===== src/rtl/neighbor_builder.sv =====
// Builds the per-vertex neighbor table: clears one row per vertex, then walks every
// face edge and inserts each endpoint into the other's row, skipping duplicates.
module neighbor_builder #(
  parameter int ADDR_WIDTH         = 9,
  parameter int MAX_NEIGHBOR_COUNT = 10
) (
  input  logic                  clk,
  input  logic                  rst,
  input  logic                  start,
  input  logic [31:0]           vertex_count,
  input  logic [31:0]           face_count,
  input  logic [31:0]           RAM_OBJ_Do,
  input  logic [31:0]           RAM_NBR_Do,
  output logic                  RAM_OBJ_EN,
  output logic                  RAM_NBR_EN,
  output logic [ADDR_WIDTH-1:0] RAM_OBJ_A,
  output logic [ADDR_WIDTH-1:0] RAM_NBR_A,
  output logic [3:0]            RAM_OBJ_WE,
  output logic [3:0]            RAM_NBR_WE,
  output logic [31:0]           RAM_OBJ_Di,
  output logic [31:0]           RAM_NBR_Di,
  output logic                  busy,
  output logic                  done,
  output logic                  overflow,
  output logic                  bad_index
);

  localparam int DATA_W = 32;
  typedef logic [ADDR_WIDTH-1:0] addr_t;
  localparam addr_t             STRIDE   = addr_t'(MAX_NEIGHBOR_COUNT);
  localparam logic [DATA_W-1:0] ROW_FULL = DATA_W'(MAX_NEIGHBOR_COUNT - 1);

  typedef enum logic [2:0] {
    S_IDLE, S_CLEAR, S_FACE_RD, S_CNT_RD, S_SCAN, S_APPEND, S_DONE
  } state_t;

  state_t            state, state_d, edge_next, ins_next;
  logic [DATA_W-1:0] cnt, v_num, f_num, face_cnt, va, vb, vc, n;
  logic [DATA_W-1:0] p, q, u, w;
  logic [1:0]        edge_sel;
  logic              dir;
  addr_t             face_base, row_base, nbr_a, obj_a;
  logic [DATA_W-1:0] nbr_di;
  logic [3:0]        nbr_we;
  logic              edge_bad, last_face, cnt_clr, adv_ins, adv_edge, skip;
  logic              set_ovf, set_bad;

  always_comb begin
    p = va;
    q = vb;
    case (edge_sel)
      2'd0:    begin p = va; q = vb; end
      2'd1:    begin p = vb; q = vc; end
      default: begin p = vc; q = va; end
    endcase
    u         = dir ? q : p;
    w         = dir ? p : q;
    edge_bad  = (p == '0) || (p > v_num) || (q == '0) || (q > v_num);
    row_base  = (addr_t'(u) - addr_t'(1)) * STRIDE;
    last_face = (face_cnt == f_num - 1);
    edge_next = (edge_sel != 2'd2) ? S_CNT_RD : (last_face ? S_DONE : S_FACE_RD);
    ins_next  = dir ? edge_next : S_CNT_RD;
  end

  always_comb begin
    state_d = state;
    adv_ins = 1'b0;
    skip    = 1'b0;
    set_ovf = 1'b0;
    set_bad = 1'b0;
    nbr_a   = '0;
    nbr_di  = '0;
    nbr_we  = 4'h0;
    obj_a   = '0;
    case (state)
      S_IDLE: if (start) state_d = (vertex_count == '0) ? S_DONE : S_CLEAR;
      S_CLEAR: begin
        nbr_a  = addr_t'(cnt) * STRIDE;
        nbr_we = 4'hF;
        if (cnt == v_num - 1) state_d = (f_num != '0) ? S_FACE_RD : S_DONE;
      end
      S_FACE_RD: begin
        obj_a = face_base + addr_t'(cnt);
        if (cnt == 32'd3) state_d = S_CNT_RD;
      end
      S_CNT_RD: begin
        nbr_a = row_base;
        if (cnt == '0) begin
          if (edge_bad) begin
            set_bad = 1'b1;
            skip    = 1'b1;
            state_d = edge_next;
          end
        end else begin
          state_d = (RAM_NBR_Do == '0) ? S_APPEND : S_SCAN;
        end
      end
      S_SCAN: begin
        // Reads run one word ahead of the compare; cnt==n only compares.
        if (cnt < n) nbr_a = row_base + addr_t'(cnt) + addr_t'(1);
        if (cnt != '0 && RAM_NBR_Do == w) begin
          adv_ins = 1'b1;
          state_d = ins_next;
        end else if (cnt == n) begin
          state_d = S_APPEND;
        end
      end
      S_APPEND: begin
        if (n >= ROW_FULL) begin
          set_ovf = 1'b1;
          adv_ins = 1'b1;
          state_d = ins_next;
        end else if (cnt == '0) begin
          nbr_a  = row_base + addr_t'(n) + addr_t'(1);
          nbr_di = w;
          nbr_we = 4'hF;
        end else begin
          nbr_a   = row_base;
          nbr_di  = n + 1;
          nbr_we  = 4'hF;
          adv_ins = 1'b1;
          state_d = ins_next;
        end
      end
      S_DONE:  state_d = S_IDLE;
      default: state_d = S_IDLE;
    endcase
    adv_edge = skip | (adv_ins & dir);
    cnt_clr  = (state_d != state) | adv_ins | skip;
  end

  always_ff @(posedge clk) begin
    if (rst) begin
      state     <= S_IDLE;
      cnt       <= '0;
      face_cnt  <= '0;
      edge_sel  <= 2'd0;
      dir       <= 1'b0;
      overflow  <= 1'b0;
      bad_index <= 1'b0;
    end else begin
      state <= state_d;
      cnt   <= cnt_clr ? '0 : cnt + 1;
      if (state == S_IDLE && start) begin
        face_cnt  <= '0;
        edge_sel  <= 2'd0;
        dir       <= 1'b0;
        overflow  <= 1'b0;
        bad_index <= 1'b0;
      end
      if (set_ovf) overflow <= 1'b1;
      if (set_bad) bad_index <= 1'b1;
      if (adv_ins && !dir) dir <= 1'b1;
      if (adv_edge) begin
        dir <= 1'b0;
        if (edge_sel != 2'd2) begin
          edge_sel <= edge_sel + 2'd1;
        end else begin
          edge_sel <= 2'd0;
          face_cnt <= face_cnt + 1;
        end
      end
    end
  end

  // Run parameters, face vertices and row count are re-loaded before use.
  always_ff @(posedge clk) begin
    if (state == S_IDLE && start) begin
      v_num     <= vertex_count;
      f_num     <= face_count;
      face_base <= addr_t'(32'd3 * vertex_count + 32'd1);
    end
    if (adv_edge && edge_sel == 2'd2) face_base <= face_base + addr_t'(3);
    if (state == S_FACE_RD) begin
      case (cnt[1:0])
        2'd1:    va <= RAM_OBJ_Do;
        2'd2:    vb <= RAM_OBJ_Do;
        2'd3:    vc <= RAM_OBJ_Do;
        default: ;
      endcase
    end
    if (state == S_CNT_RD && cnt == 32'd1) n <= RAM_NBR_Do;
  end

  assign busy       = (state != S_IDLE) && (state != S_DONE);
  assign done       = (state == S_DONE);
  assign RAM_OBJ_EN = busy;
  assign RAM_NBR_EN = busy;
  assign RAM_OBJ_A  = obj_a;
  assign RAM_OBJ_WE = 4'h0;
  assign RAM_OBJ_Di = '0;
  assign RAM_NBR_A  = nbr_a;
  assign RAM_NBR_WE = nbr_we;
  assign RAM_NBR_Di = nbr_di;

endmodule


===== config.mk =====
export PLATFORM = sky130hd
export DESIGN_NAME = neighbor_builder
export DESIGN_NICKNAME = d
export VERILOG_FILES = /design/src/rtl/neighbor_builder.sv
export SDC_FILE = /design/constraint.sdc
export NUM_CORES = 1
export LEC_CHECK = 0
export BUFFER_PORTS_ARGS = -buffer_cell sky130_fd_sc_hd__buf_2
export CAP_MARGIN = 10
export CORE_MARGIN = 2
export CORE_UTILIZATION = 40
export CTS_BUF_LIST = sky130_fd_sc_hd__clkbuf_16
export CTS_CLUSTER_SIZE = 12
export DETAILED_ROUTE_END_ITERATION = 6
export SLEW_MARGIN = 25
export SYNTH_ARGS = -nofsm -noshare
export SYNTH_HDL_FRONTEND = slang
export SYNTH_SLANG_ARGS = --single-unit

===== constraint.sdc =====
create_clock -name clk -period 6.7 [get_ports clk]
set_clock_uncertainty 0.1 [all_clocks]
set_input_delay 0.67 -clock clk [delete_from_list [all_inputs] [get_ports clk]]
set_output_delay 0.67 -clock clk [all_outputs]
set_load 0.05 [all_outputs]

=== Word level (Yosys, flattened, before mapping) ===
Cells that the tools add are included.

* Register bits after elaboration: 273

* Add/sub/neg operators: 14
* Multipliers: 3
* Magnitude comparators: 4
* Equality and inequality tests: 20
* Mux-type cells: 51
* Bitwise operators: 4
* Reduce and logical (&&, ||, !) cells: 30

{| class="wikitable"
|+ Operators by type and width
! cell !! count
|-
| 32-bit 2-to-1 mux || 7
|-
| 32-bit zero test || 5
|-
| 32-bit == test || 4
|-
| 32-bit one-hot mux with 2 select lines || 2
|-
| 32-bit by 1-bit adder with 32-bit output (second input constant) || 3
|-
| 32-bit greater-than comparator || 2
|-
| 32-bit nonzero test || 2
|-
| 32-bit by 1-bit subtractor with 32-bit output (second input constant) || 2
|-
| 9-bit 2-to-1 mux || 7
|-
| 3-bit 2-to-1 mux || 14
|-
| 9-bit one-hot mux with 4 select lines || 1
|-
| 32-bit by 1-bit == test with 1-bit output (second input constant) || 1
|-
| 32-bit by 2-bit == test with 1-bit output (second input constant) || 1
|-
| 32-bit by 4-bit >= comparator with 1-bit output (second input constant) || 1
|-
| 32-bit < comparator || 1
|-
| 2-bit by 32-bit multiplier with 9-bit output (first input constant) || 1
|-
| 9-bit by 1-bit adder with 9-bit output (second input constant) || 3
|-
| 9-bit adder || 3
|-
| 9-bit by 3-bit multiplier with 8-bit output (second input constant) || 2
|-
| 3-bit one-hot mux with 6 select lines || 1
|-
| 1-bit 2-to-1 mux || 13
|-
| 2-bit nonzero test || 5
|-
| 9-bit by 2-bit adder with 9-bit output (second input constant) || 1
|-
| 3-bit == test (second input constant) || 3
|-
| other kinds (23) || 41
|}

=== Longest topological paths before layout ===
Gate-level depths: netlist of run 1.

* Depth after elaboration: 13
* Mapped depth: 23
* Mapped depth without buffers: 19

=== Worst setup path after synthesis of run 1 ===
OpenSTA, ideal clock, no wires.

* Kind: register -> output
* Start: reg edge_sel[1]
* End: out RAM_NBR_A[8]
* Arrival: 5.304 ns
* Path slack: 0.626 ns
* Cell stages (with the launch flop): 24
* Buffers on the path: 4
* Cell sequence: dfxtp_1 -> buf_2 -> clkinv_1 -> buf_2 -> buf_2 -> buf_2 -> mux2i_1 -> nor2_1 -> nor2_1 -> inv_1 -> nor3b_1 -> xor2_1 -> ha_1 -> ha_1 -> inv_1 -> fa_1 -> inv_1 -> ha_1 -> o21ai_0 -> a21oi_1 -> nor3_1 -> nand3b_1 -> xor2_1 -> o221ai_1

* Word-level cells in the longest chain between the ends: 10
* Elaborated cells on any way between the ends: 15
* Those cells by class: add/sub: 5; mul: 1; eq/ne: 1; mux: 7; reduce/logical: 1

{| class="wikitable"
|+ Ends and longest elaborated chain
! item !! RTL line !! source
|-
| start, declared || 40 || <nowiki>logic [1:0] edge_sel;</nowiki>
|-
| start signal, assigned || 157 || <nowiki>edge_sel <= edge_sel + 2'd1;</nowiki>
|-
| 2-bit by 1-bit == test with 1-bit output / 2-bit zero test (equally long branches) || 51 || <nowiki>case (edge_sel)</nowiki>
|-
| 32-bit one-hot mux with 2 select lines || 51 ||
|-
| 9-bit 2-to-1 mux (*) || 56 || <nowiki>u = dir ? q : p;</nowiki>
|-
| 9-bit by 1-bit subtractor with 9-bit output (*) || 59 || <nowiki>row_base = (addr_t'(u) - addr_t'(1)) * STRIDE;</nowiki>
|-
| 9-bit by 3-bit multiplier with 8-bit output (*) || 59 ||
|-
| 9-bit adder || 114 || <nowiki>nbr_a = row_base + addr_t'(n) + addr_t'(1);</nowiki>
|-
| 9-bit by 1-bit adder with 9-bit output || 114 ||
|-
| 9-bit 2-to-1 mux || 113 || <nowiki>end else if (cnt == '0) begin</nowiki>
|-
| 9-bit 2-to-1 mux || 109 || <nowiki>if (n >= ROW_FULL) begin</nowiki>
|-
| 9-bit one-hot mux with 4 select lines (*) || 75 || <nowiki>case (state)</nowiki>
|-
| end, declared || 17 || <nowiki>output logic [ADDR_WIDTH-1:0] RAM_NBR_A,</nowiki>
|}

Mark *: on every way between the ends. The rest lies on a longest branch, timed or not.

=== Worst setup path after layout of run 1 ===
* Start: reg edge_sel[0]
* End: out RAM_NBR_A[8]

Same word-level chain as after synthesis.

==> results.md, run 1 <==
* Worst R2R Setup Slack at 1.25 ns
* Type of the tightest min-delay check: primary input to flip-flop
* Flop pwr share at 0.442
* CP Class: flip-flop to output port
* Final WS setup at 0.440 ns
* FF-to-FF path depth at 13
* Number of fillers in the final layout at roughly 5,500
* CTS Hold Bufs at 0
* GRT overflow at 0
* Static leakage at approximately 10 nW
* Via count at between 15,000 and 20,000
* Buffers on Ports at between 150 and 200
* Global-route wire length before repair at roughly 120,000 um
* Layout cell share with drive strength beyond 1 at 0.185
* Post-CTS setup repair buffer count at 0
* Synth Cell Area at approximately 23,000 um2
* Post-CTS Resized at 0
* Most common library cell in the layout ignoring fill and taps: edfxtp_1
* Die X at roughly 240 um
* Worst-Skew Late Latency at around 0.57 ns
* Peak VDD IR at between 0.00015 and 0.0002 V
* Status: finished clean
* Rows at 87
* Final worst path period share at 0.934
* Sequential share of the synthesized area at 0.328
* DR DRC count at 0
* Worst-case clock buffer depth at 3
* Total GRT Usage at 0.271
* P_int at slightly above 3 mW
* Max Freq at 160 MHz
* Total Nets Final at approximately 2,800
* Die ar. at approximately 59,000 um2
* Post-synthesis instance total at around 2,400
* TNS Setup at 0 ns
* Final number of setup-violating endpoints at 0
* Hold path cells at 1
* Pre-antenna DRT Iters at 6
* RSZ-0062 raised after global routing: no
* Slew Limit Headroom at 0.307
* Combinational power share at 0.129
* CP Launch Type: flip-flop
* Worst Hold Path EP: f_num[14]
* Antenna violations before repair at 1
* Num ports at about 230
* Switching share of power at 0.277
* CTS Buf Count at 34
* Wire length per cell at 24.9 um
* Drt initial violations at roughly 1,800
* Chip height at about 240 um
* Tmin final at about 6.3 ns
* Vias in the first global route at between 15,000 and 20,000
* Crit end category: output port
* Async SR Flop Fraction at 0
* Primary FF master, synth: edfxtp_1
* P_sw at around 1.2 mW
* Max_cap viols at 0
* Slew @ Worst Pin at 1.04 ns
* Root buffer cell: clkbuf_16
* Area of the core at 56,400 um2
* Area grow syn2layout at 11.6%
* WP data required at a little under 6 ns
* Max FO, Critical Path at 19
* CTS sink cnt at roughly 270
* Reg clk slew, reported paths at around 0.06 ns
* Most frequent cells in the layout: edfxtp_1 (201), buf_2 (190), ha_1 (160)
* Largest net degree at the start of global routing at 74
* Post-synth EDFFs at between 200 and 250
* Post-DP HPWL at approximately 64,000 um
* Post-route ant nets at 0
* Reg2reg end: cnt[31]
* Syn_area_per_cell at 9.58 um2
* Final Power at roughly 4.3 mW
* Yosys Warn Count at 0
* Routed Wire Length at between 80,000 and 90,000 um
* Initial Util at 0.404
* Reg-to-Reg Start: edge_sel[0]
* CTS tree: built
* P per Cell Area at about 170 nW/um2
* GP Congestion at between 0.9 and 1
* Layout Utilization at 0.451
* Final hold slack at between 0.15 and 0.2 ns
* Crit path arrival time at about 5.5 ns
* Number of library cell types mapped by synthesis at between 80 and 90
* H-Tree Depth at 2
* #FFs+latches synth at around 270
* Vias per Instance at 6.05
* Final hold violation count at 0
* Worst slack, placed at around 0.63 ns
* Hold_sp: face_count[14]
* Slew Limit Fails at 0
* Power share of the clock group at 0.429
## cell families after synthesis
group	count (synthesis)	share of synthesized area
and+or+nand+nor	750	0.176
AOI/OAI and AO/OA	453	0.146
buffers and inverters	290	0.0591
DFF	273	0.328
muxes	225	0.113
xor gates and xnor gates	220	0.0849
adders and majority gates	166	0.0931
other	1	0.000165
## registers in the layout, summed over array words and instances, names as in the netlist
signal and cells:
n 32, f_num 32, vc 32, va 32, dir 1, state 3, v_num 32, face_cnt 32
face_base 9, vb 32, edge_sel 2, bad_index 1, overflow 1, cnt 32
## power groups by stage
stage | Combinational, mW | Clock [mW] | Sequential (mW)
2_1_floorplan | 0.376 | 0 | 1.92
3_3_place_gp | 0.538 | 0 | 1.94
4_1_cts | 0.549 | 1.88 | 1.91
5_1_grt | 0.597 | 1.95 | 1.91
3_5_place_dp | 0.545 | 0 | 1.94
6_report | 0.555 | 1.85 | 1.91
## routing by layer
metal / share of wire / vias to the layer above / track usage
li1: - / 9171 / -
met1: 0.43 / 9770 / 0.370
met2: 0.45 / 866 / 0.423
met3: 0.074 / 166 / 0.0466
met4: 0.045 / 0 / 0.115
met5: 0 / - / 0
## cell usage after synthesis (12+ instances only)
cell / number / area (um2)
buf_1: 12 / 45.0
nor3_1: 63 / 315
xnor2_1: 144 / 1260
ha_1: 160 / 2000
or4_1: 18 / 135
o21ai_0: 53 / 265
nor2_1: 138 / 518
a21oi_1: 103 / 515
mux2_1: 14 / 158
a211oi_1: 54 / 405
dfxtp_1: 72 / 1440
or3_1: 12 / 75.1
a22oi_1: 12 / 90.1
nand4_1: 75 / 469
mux2_2: 111 / 1250
and4_1: 12 / 105
inv_1: 134 / 503
mux4_2: 12 / 270
nand2_1: 125 / 469
a211oi_2: 30 / 375
and3_1: 39 / 244
buf_4: 44 / 330
a21o_1: 44 / 330
clkbuf_1: 67 / 251
or2_2: 19 / 119
mux2i_1: 87 / 871
xor2_1: 75 / 657
nor4_1: 84 / 526
nand3_1: 74 / 370
edfxtp_1: 201 / 6040
nor2b_1: 22 / 138
buf_2: 20 / 100
nand2b_1: 22 / 138
## worst max-delay path: stages, from the launching register on
cell and delay [ns]:
dfxtp_4 0.52, mux2_2 0.40, mux2i_2 0.28, nor2_1 0.09, nor2_2 0.28, inv_1 0.16
nor3b_2 0.26, xor2_1 0.29, ha_1 0.29, ha_1 0.21, inv_1 0.07, fa_1 0.42
inv_1 0.12, ha_1 0.27, o21ai_0 0.17, a21oi_1 0.16, o21ai_0 0.17, nand3b_1 0.11
xor2_1 0.15, o221ai_1 0.20, buf_2 0.31
## layout make-up
class | count | area [um2] | area share
antenna | 1 | 2.50 | 0.0000984
clock buffer | 36 | 901 | 0.0354
clock inverter | 26 | 218 | 0.00856
inverter | 138 | 519 | 0.0204
multi-input combinational | 1850 | 14100 | 0.556
sequential | 273 | 7480 | 0.294
tap | 756 | 946 | 0.0372
timing repair buffer | 222 | 1210 | 0.0476
## worst max path at each step
stage | start | to | slack, ns | cells past startpoint
global route | edge_sel[0] | RAM_NBR_A[8] | 0.05 | 20
global placement | edge_sel[0] | RAM_NBR_A[8] | 0.84 | 20
detailed placement | edge_sel[0] | RAM_NBR_A[8] | 0.63 | 20
CTS | edge_sel[0] | RAM_NBR_A[8] | 0.03 | 20
finish | edge_sel[0] | RAM_NBR_A[8] | 0.44 | 20
floorplan | edge_sel[1] | RAM_NBR_A[8] | 0.63 | 23
## through the flow
stage                     cell area, um2  instances
after floorplan                    22900       2413
after global placement             24300       3238
after detailed placement           24300       3239
after CTS                          25400       3301
after global routing               25400       3301
final                              25400       3302
No activity file was read; power rests on OpenSTA's default activity.
==> run 2: changes to the inputs <==
--- a/config.mk
+++ b/config.mk
@@ -9,8 +9,9 @@
 export CAP_MARGIN = 10
 export CORE_MARGIN = 2
-export CORE_UTILIZATION = 40
+export CORE_UTILIZATION = 55
 export CTS_BUF_LIST = sky130_fd_sc_hd__clkbuf_16
 export CTS_CLUSTER_SIZE = 12
 export DETAILED_ROUTE_END_ITERATION = 6
+export PLACE_DENSITY = 0.75
 export SLEW_MARGIN = 25
 export SYNTH_ARGS = -nofsm -noshare
==> constraint.sdc (replaced) <==
create_clock -name clk -period 6.7 [get_ports clk]
set_clock_uncertainty 0.1 [all_clocks]
set_input_delay 0.335 -clock clk [delete_from_list [all_inputs] [get_ports clk]]
set_output_delay 0.335 -clock clk [all_outputs]
set_load 0.05 [all_outputs]
==> run 2 against run 1 <==
Compared with the run above:
- setup slack better by 0.23 ns
- maximum frequency up 3.8%
- sequential cell count unchanged
- count of clock-buffer cells in the layout down 3
- largest power group unchanged
- highest routed layer unchanged
==> results.md, run 2 (synthesized netlist as in run 1, its figures left out) <==
* Final Power at roughly 4.1 mW
* Reg2reg end: cnt[0]
* Diode count at 0
* Type of the tightest min-delay check: primary input to flip-flop
* Hold_sp: RAM_NBR_Do[26]
* Post-route ant nets at 0
* CP Class: flip-flop to output port
* RSZ-0062 raised after global routing: no
* Global-route wire length before repair at between 100,000 and 150,000 um
* Largest net degree at the start of global routing at 71
* Pre-antenna DRT Iters at 6
* CTS Buf Count at 31
* Met3 wire length at ~8400 um
* Routed Wire Length at about 80,000 um
* CTS Hold Bufs at 124
* CP Launch Type: flip-flop
* Uppermost routed layer: met4
* FF-to-FF path depth at 13
* DR DRC count at 0
* CTS sink cnt at about 270
* Num ports at between 200 and 250
* Post-DP HPWL at 60,700 um
* Worst-Skew Late Latency at 0.59 ns
* Chip height at a little over 200 um
* Post-CTS Resized at 0
* Drt initial violations at ~3,000
* H-Tree Depth at 1
* CTS tree: built
* Final number of setup-violating endpoints at 0
* TNS Setup at 0 ns
* Most common library cell in the layout ignoring fill and taps: edfxtp_1
* Area of the core at around 41,000 um2
* Layout cell share with drive strength beyond 1 at 0.174
* Root buffer cell: clkbuf_16
* P per Cell Area at 158 nW/um2
* WP data required at roughly 6.3 ns
* Slew @ Worst Pin at ~1.1 ns
* Reg-to-Reg Start: edge_sel[0]
* Most frequent cells in the layout: edfxtp_1 (201), buf_2 (190), ha_1 (160)
* Initial Util at 0.558
* Max Freq at between 150 and 200 MHz
* Vias in the first global route at between 20,000 and 25,000
* Peak VDD IR at ~0.00021 V
* Hold path cells at 1
* Final worst path period share at 0.900
* Combinational power share at 0.149
* Post-CTS setup repair buffer count at 0
* Worst R2R Setup Slack at 1.22 ns
* Switching share of power at 0.283
* GP Congestion at approximately 1.0
* Number of fillers in the final layout at about 3,300
* Die ar. at between 40,000 and 50,000 um2
* Tmin final at between 6 and 7 ns
* Antenna violations before repair at 1
* GRT overflow at 0
* Slew Limit Fails at 0
* Max FO, Critical Path at 17
* Flop pwr share at 0.463
* Area grow syn2layout at 14.8%
* Worst-case clock buffer depth at 3
* Crit end category: output port
* Status: finished clean
* Vias per Instance at 6.62
* Final hold violation count at 0
* Slew Limit Headroom at 0.287
* Buffers on Ports at 190
* P_sw at approximately 1.2 mW
* Wire length per cell at around 25 um
* Power share of the clock group at 0.388
* Max_cap viols at 0
* Via count at 21,100
* Total Nets Final at slightly below 3,000
* Die X at 208 um
* Crit path arrival time at ~5.6 ns
* Rows at 74
* P_int at just under 3 mW
* Static leakage at about 10 nW
* Met1 WL at 32,500 um
* Total GRT Usage at 0.364
* Reg clk slew, reported paths at roughly 0.06 ns
* Metal2 WL at about 36,000 um
* Worst Hold Path EP: n[26]
==> run 2: stage by stage <==
stage,util,std cells,worst slack [ns],cell area [um2],hold slack [ns]
after floorplan,-,2413,0.961,22900,0.334
after global placement,0.586,3010,1.41,23900,0.377
after detailed placement,0.586,3010,1.29,23900,0.370
after CTS,0.640,3189,0.741,26100,0.00600
after global routing,0.640,3190,0.331,26200,0.0143
final,0.640,3190,0.672,26200,0.0268
==> run 2: critical path: stages (launching register included) <==
cell      delay (ns)
dfxtp_2         0.59
mux2_2          0.40
mux2i_1         0.26
nor2_1          0.08
nor2_1          0.13
buf_4           0.15
inv_1           0.09
nor3b_1         0.33
xor2_1          0.16
ha_1            0.31
ha_1            0.17
inv_1           0.06
fa_1            0.39
xnor2_1         0.45
ha_1            0.37
nand2_1         0.07
a21oi_1         0.05
o21ai_0         0.19
nand3b_1        0.11
xor2_1          0.15
o221ai_1        0.18
buf_2           0.30
==> run 2: area by class of cell <==
type | instances | area (um2) | share of cell area
multi-input cells | 1850 | 14100 | 0.540
flip-flops and latches | 273 | 7480 | 0.286
repair buffers | 342 | 2420 | 0.0926
clock buffers | 33 | 826 | 0.0316
well taps | 532 | 666 | 0.0255
inverters | 138 | 519 | 0.0199
clock inverters | 22 | 113 | 0.00431
==> run 2: metal layers <==
layer | up-vias | track usage
met5 | - | 0
met4 | 0 | 0.161
met3 | 275 | 0.0679
met2 | 1324 | 0.576
met1 | 10100 | 0.486
li1 | 9436 | -
==> run 2: worst max path at each step <==
| stage | depth (start not counted) | endpoint | from | slack [ns] |
|---|---|---|---|---|
| after floorplan | 23 | RAM_NBR_A[8] | edge_sel[1] | 0.96 |
| after global placement | 13 | cnt[0] | edge_sel[0] | 1.41 |
| after detailed placement | 13 | cnt[2] | edge_sel[0] | 1.29 |
| after CTS | 21 | RAM_NBR_A[8] | edge_sel[0] | 0.74 |
| after global routing | 21 | RAM_NBR_A[8] | edge_sel[0] | 0.33 |
| final | 21 | RAM_NBR_A[8] | edge_sel[0] | 0.67 |
==> run 2: power groups by stage <==
stage,Sequential [mW],Combinational (mW),Clock (mW)
final,1.91,0.613,1.60
after global routing,1.91,0.651,1.67
after CTS,1.91,0.594,1.60
after detailed placement,1.94,0.534,0
after global placement,1.94,0.524,0
after floorplan,1.92,0.376,0
==> run 3: changes to the inputs <==
- ABC_AREA: not set -> 1
- CORE_UTILIZATION: 55 -> 35
- PLACE_DENSITY: 0.75 -> not set
==> run 3 against run 2 <==
Compared with the run above:
- core utilization is 23 points lower
- combinational power is 8.0% lower
- via count is 1.8% higher
- non-clock buffer count is 10 lower
- power is 1.5% higher
- cell count is 36% higher
- critical path type unchanged
- largest power group unchanged
==> results.md, run 3 <==
* Final number of setup-violating endpoints at 0
* #FFs+latches synth at roughly 270
* Die ar. at approximately 67,000 um2
* Slew Limit Fails at 0
* Final hold slack at roughly 0.046 ns
* Worst Hold Path EP: n[20]
* Max FO, Critical Path at 10
* Num ports at between 200 and 250
* DR DRC count at 0
* Synth Cell Area at between 20,000 and 25,000 um2
* Worst-case clock buffer depth at 3
* Pre-antenna DRT Iters at 5
* Rows at 93
* Worst-Skew Late Latency at 0.54 ns
* Static leakage at between 10 and 15 nW
* Hold path cells at 1
* Vias per Instance at about 5.0
* Most common library cell in the layout ignoring fill and taps: nand2_1
* Post-route ant nets at 0
* Post-synthesis instance total at between 3,000 and 4,000
* Slew @ Worst Pin at roughly 0.96 ns
* Via count at 21,500
* Synth Area in Simple Gates at 0.319
* Crit path arrival time at between 5 and 6 ns
* Area grow syn2layout at 16.9%
* Hold_sp: RAM_NBR_Do[20]
* Routed Wire Length at approximately 73,000 um
* Largest net degree at the start of global routing at 60
* Slew Limit Headroom at 0.356
* Synth top area share at 0.267
* FF-to-FF path depth at 19
* GP Congestion at around 0.95
* Antenna violations before repair at 3
* CTS Buf Count at 35
* Reg clk slew, reported paths at 0.05 ns
* Reg2reg end: face_base[1]
* Largest family of logic cells by synthesized area: simple AND/OR/NAND/NOR gates
* Most frequent cells in the layout: nand2_1 (837), inv_1 (461), nor2_1 (324)
* Global-route wire length before repair at ~110,000 um
* XOR/XNOR Fraction of Synth Area at 0.0628
* Total GRT Usage at 0.216
* Synth Area in Compound Gates at 0.0803
* Status: finished clean
* Post-DP HPWL at between 50,000 and 60,000 um
* Post-synth EDFFs at 201
* Max_cap viols at 0
* TNS Setup at 0 ns
* Yosys Warn Count at 0
* Vias in the first global route at 19,600
* Chip height at approximately 260 um
* Area of the multi-input gates at around 13,000 um2
* Syn_area_per_cell at 7.09 um2
* Layout cell share with drive strength beyond 1 at 0.0943
* Top cells by area, synth: edfxtp_1 (27%), nand2_1 (14%), ha_1 (8.9%)
* Crit end category: output port
* Die X at between 200 and 300 um
* Area leader, netlist: edfxtp_1
* Async SR Flop Fraction at 0
* CP Launch Type: flip-flop
* Type of the tightest min-delay check: primary input to flip-flop
* Wire length per cell at between 15 and 20 um
* Number of library cell types mapped by synthesis at between 50 and 60
* Primary FF master, synth: edfxtp_1
* Final worst path period share at 0.928
* P per Cell Area at approximately 160 nW/um2
* RSZ-0062 raised after global routing: no
* Drt initial violations at just under 2,000
* Adder-cell share of the synthesized area at 0.0939
* Max Freq at 161 MHz
* Worst R2R Setup Slack at about 1.4 ns
* Final hold violation count at 0
* CTS sink cnt at around 270
* Initial Util at 0.352
* Peak VDD IR at 0.000160 V
* Total Nets Final at 3,751
* Buffers on Ports at 190
* GRT overflow at 0
* Register area at between 7000 and 8000 um2
* Reg-to-Reg Start: edge_sel[1]
* Area of the core at 64,100 um2
* Sequential share of the synthesized area at 0.331
* H-Tree Depth at 2
* CP Class: flip-flop to output port
* Tmin final at slightly above 6 ns
* Most instantiated library cell after synthesis: nand2_1
* Number of fillers in the final layout at approximately 6,700
* CTS tree: built
* Mux contribution to synthesized area at 0.000886
* Commonest cells post-synth: nand2_1 (838), inv_1 (452), nor2_1 (328)
* Root buffer cell: clkbuf_16
* WP data required at between 6 and 7 ns
* Layout Utilization at 0.412
[run 3: cell count changes after synthesis, moves of 47 or more]
cell,before,now
nor4_1,84,27
mux2_2,111,0
nand2_1,125,838
mux2i_1,87,2
xnor2_1,144,48
o21ai_0,53,100
nor2_1,138,328
inv_1,134,452
nand3_1,74,243
[run 3: through the flow]
stage	instance area, um2	power, mW	setup WS [ns]	instances
2_1_floorplan	22700	2.27	1.42	3219
3_3_place_gp	24100	2.43	1.20	4146
3_5_place_dp	24100	2.43	1.10	4146
4_1_cts	26400	4.22	0.478	4334
5_1_grt	26400	4.35	0.00768	4336
6_report	26400	4.18	0.481	4337
[run 3: worst max-delay path: stages (launching register included)]
cell,delay (ns)
dfxtp_1,0.42
nor2_4,0.25
nand2_1,0.10
nand3_1,0.12
inv_2,0.06
o21ai_0,0.72
inv_1,0.28
ha_1,0.41
inv_1,0.08
ha_1,0.28
ha_1,0.17
inv_1,0.06
fa_1,0.39
xnor2_1,0.36
ha_1,0.34
nand2_1,0.08
inv_1,0.04
o21a_1,0.16
nor2_1,0.12
nor2_1,0.05
nor2_1,0.13
a21oi_1,0.10
o211ai_1,0.21
buf_2,0.30
[run 3: worst max-delay path by stage]
stage                         to  slack (ns)  cells after the start         from
floorplan           RAM_NBR_A[8]        1.42                     27  edge_sel[0]
global placement    RAM_NBR_A[8]        1.20                     23  edge_sel[0]
detailed placement  RAM_NBR_A[8]        1.10                     23  edge_sel[0]
CTS                 RAM_NBR_A[8]        0.48                     23  edge_sel[0]
global route        RAM_NBR_A[8]       0.008                     23  edge_sel[0]
finish              RAM_NBR_A[8]        0.48                     23  edge_sel[0]
[run 3: final cells by class]
type,instances,share of cell area
multi-input cells,2355,0.483
clock inverters,26,0.00512
flip-flops and latches,273,0.283
repair buffers,332,0.0883
inverters,457,0.0650
clock buffers,36,0.0341
well taps,855,0.0405
diodes,3,0.000284
[run 3: logic make-up (layout without fill, tap and decap cells)]
kind of cell | after synthesis | in the layout
AOI/OAI and AO/OA | 327 | 327
and+or+nand+nor | 1662 | 1662
adders and majority gates | 166 | 166
other | 1 | 39
muxes | 2 | 2
DFF | 273 | 273
xor gates and xnor gates | 162 | 162
buffers and inverters | 591 | 851
[run 3: what timing repair did]
| item | in CTS | in global routing |
|---|---|---|
| endpoints found under the hold margin | 190 | 0 |
| resized for setup | 0 | 0 |
| hold buffers | 126 | 0 |
| buffers inserted | 0 | 0 |
[run 3: report_power, final]
group | switching (mW) | internal (mW) | leakage (nW)
Sequential | 0.0425 | 1.86 | 2.43
Clock | 0.746 | 0.974 | 0.548
Combinational | 0.371 | 0.194 | 9.07
Total | 1.16 | 3.02 | 12.1
[run 3: per-layer routing]
| layer | track usage | vias to the layer above | routed length (um) |
|---|---|---|---|
| met5 | 0 | - | 13 |
| met4 | 0.0756 | 2 | 2680 |
| met3 | 0.0312 | 116 | 4550 |
| met2 | 0.340 | 688 | 32200 |
| met1 | 0.301 | 9780 | 33900 |
| li1 | - | 10900 | - |
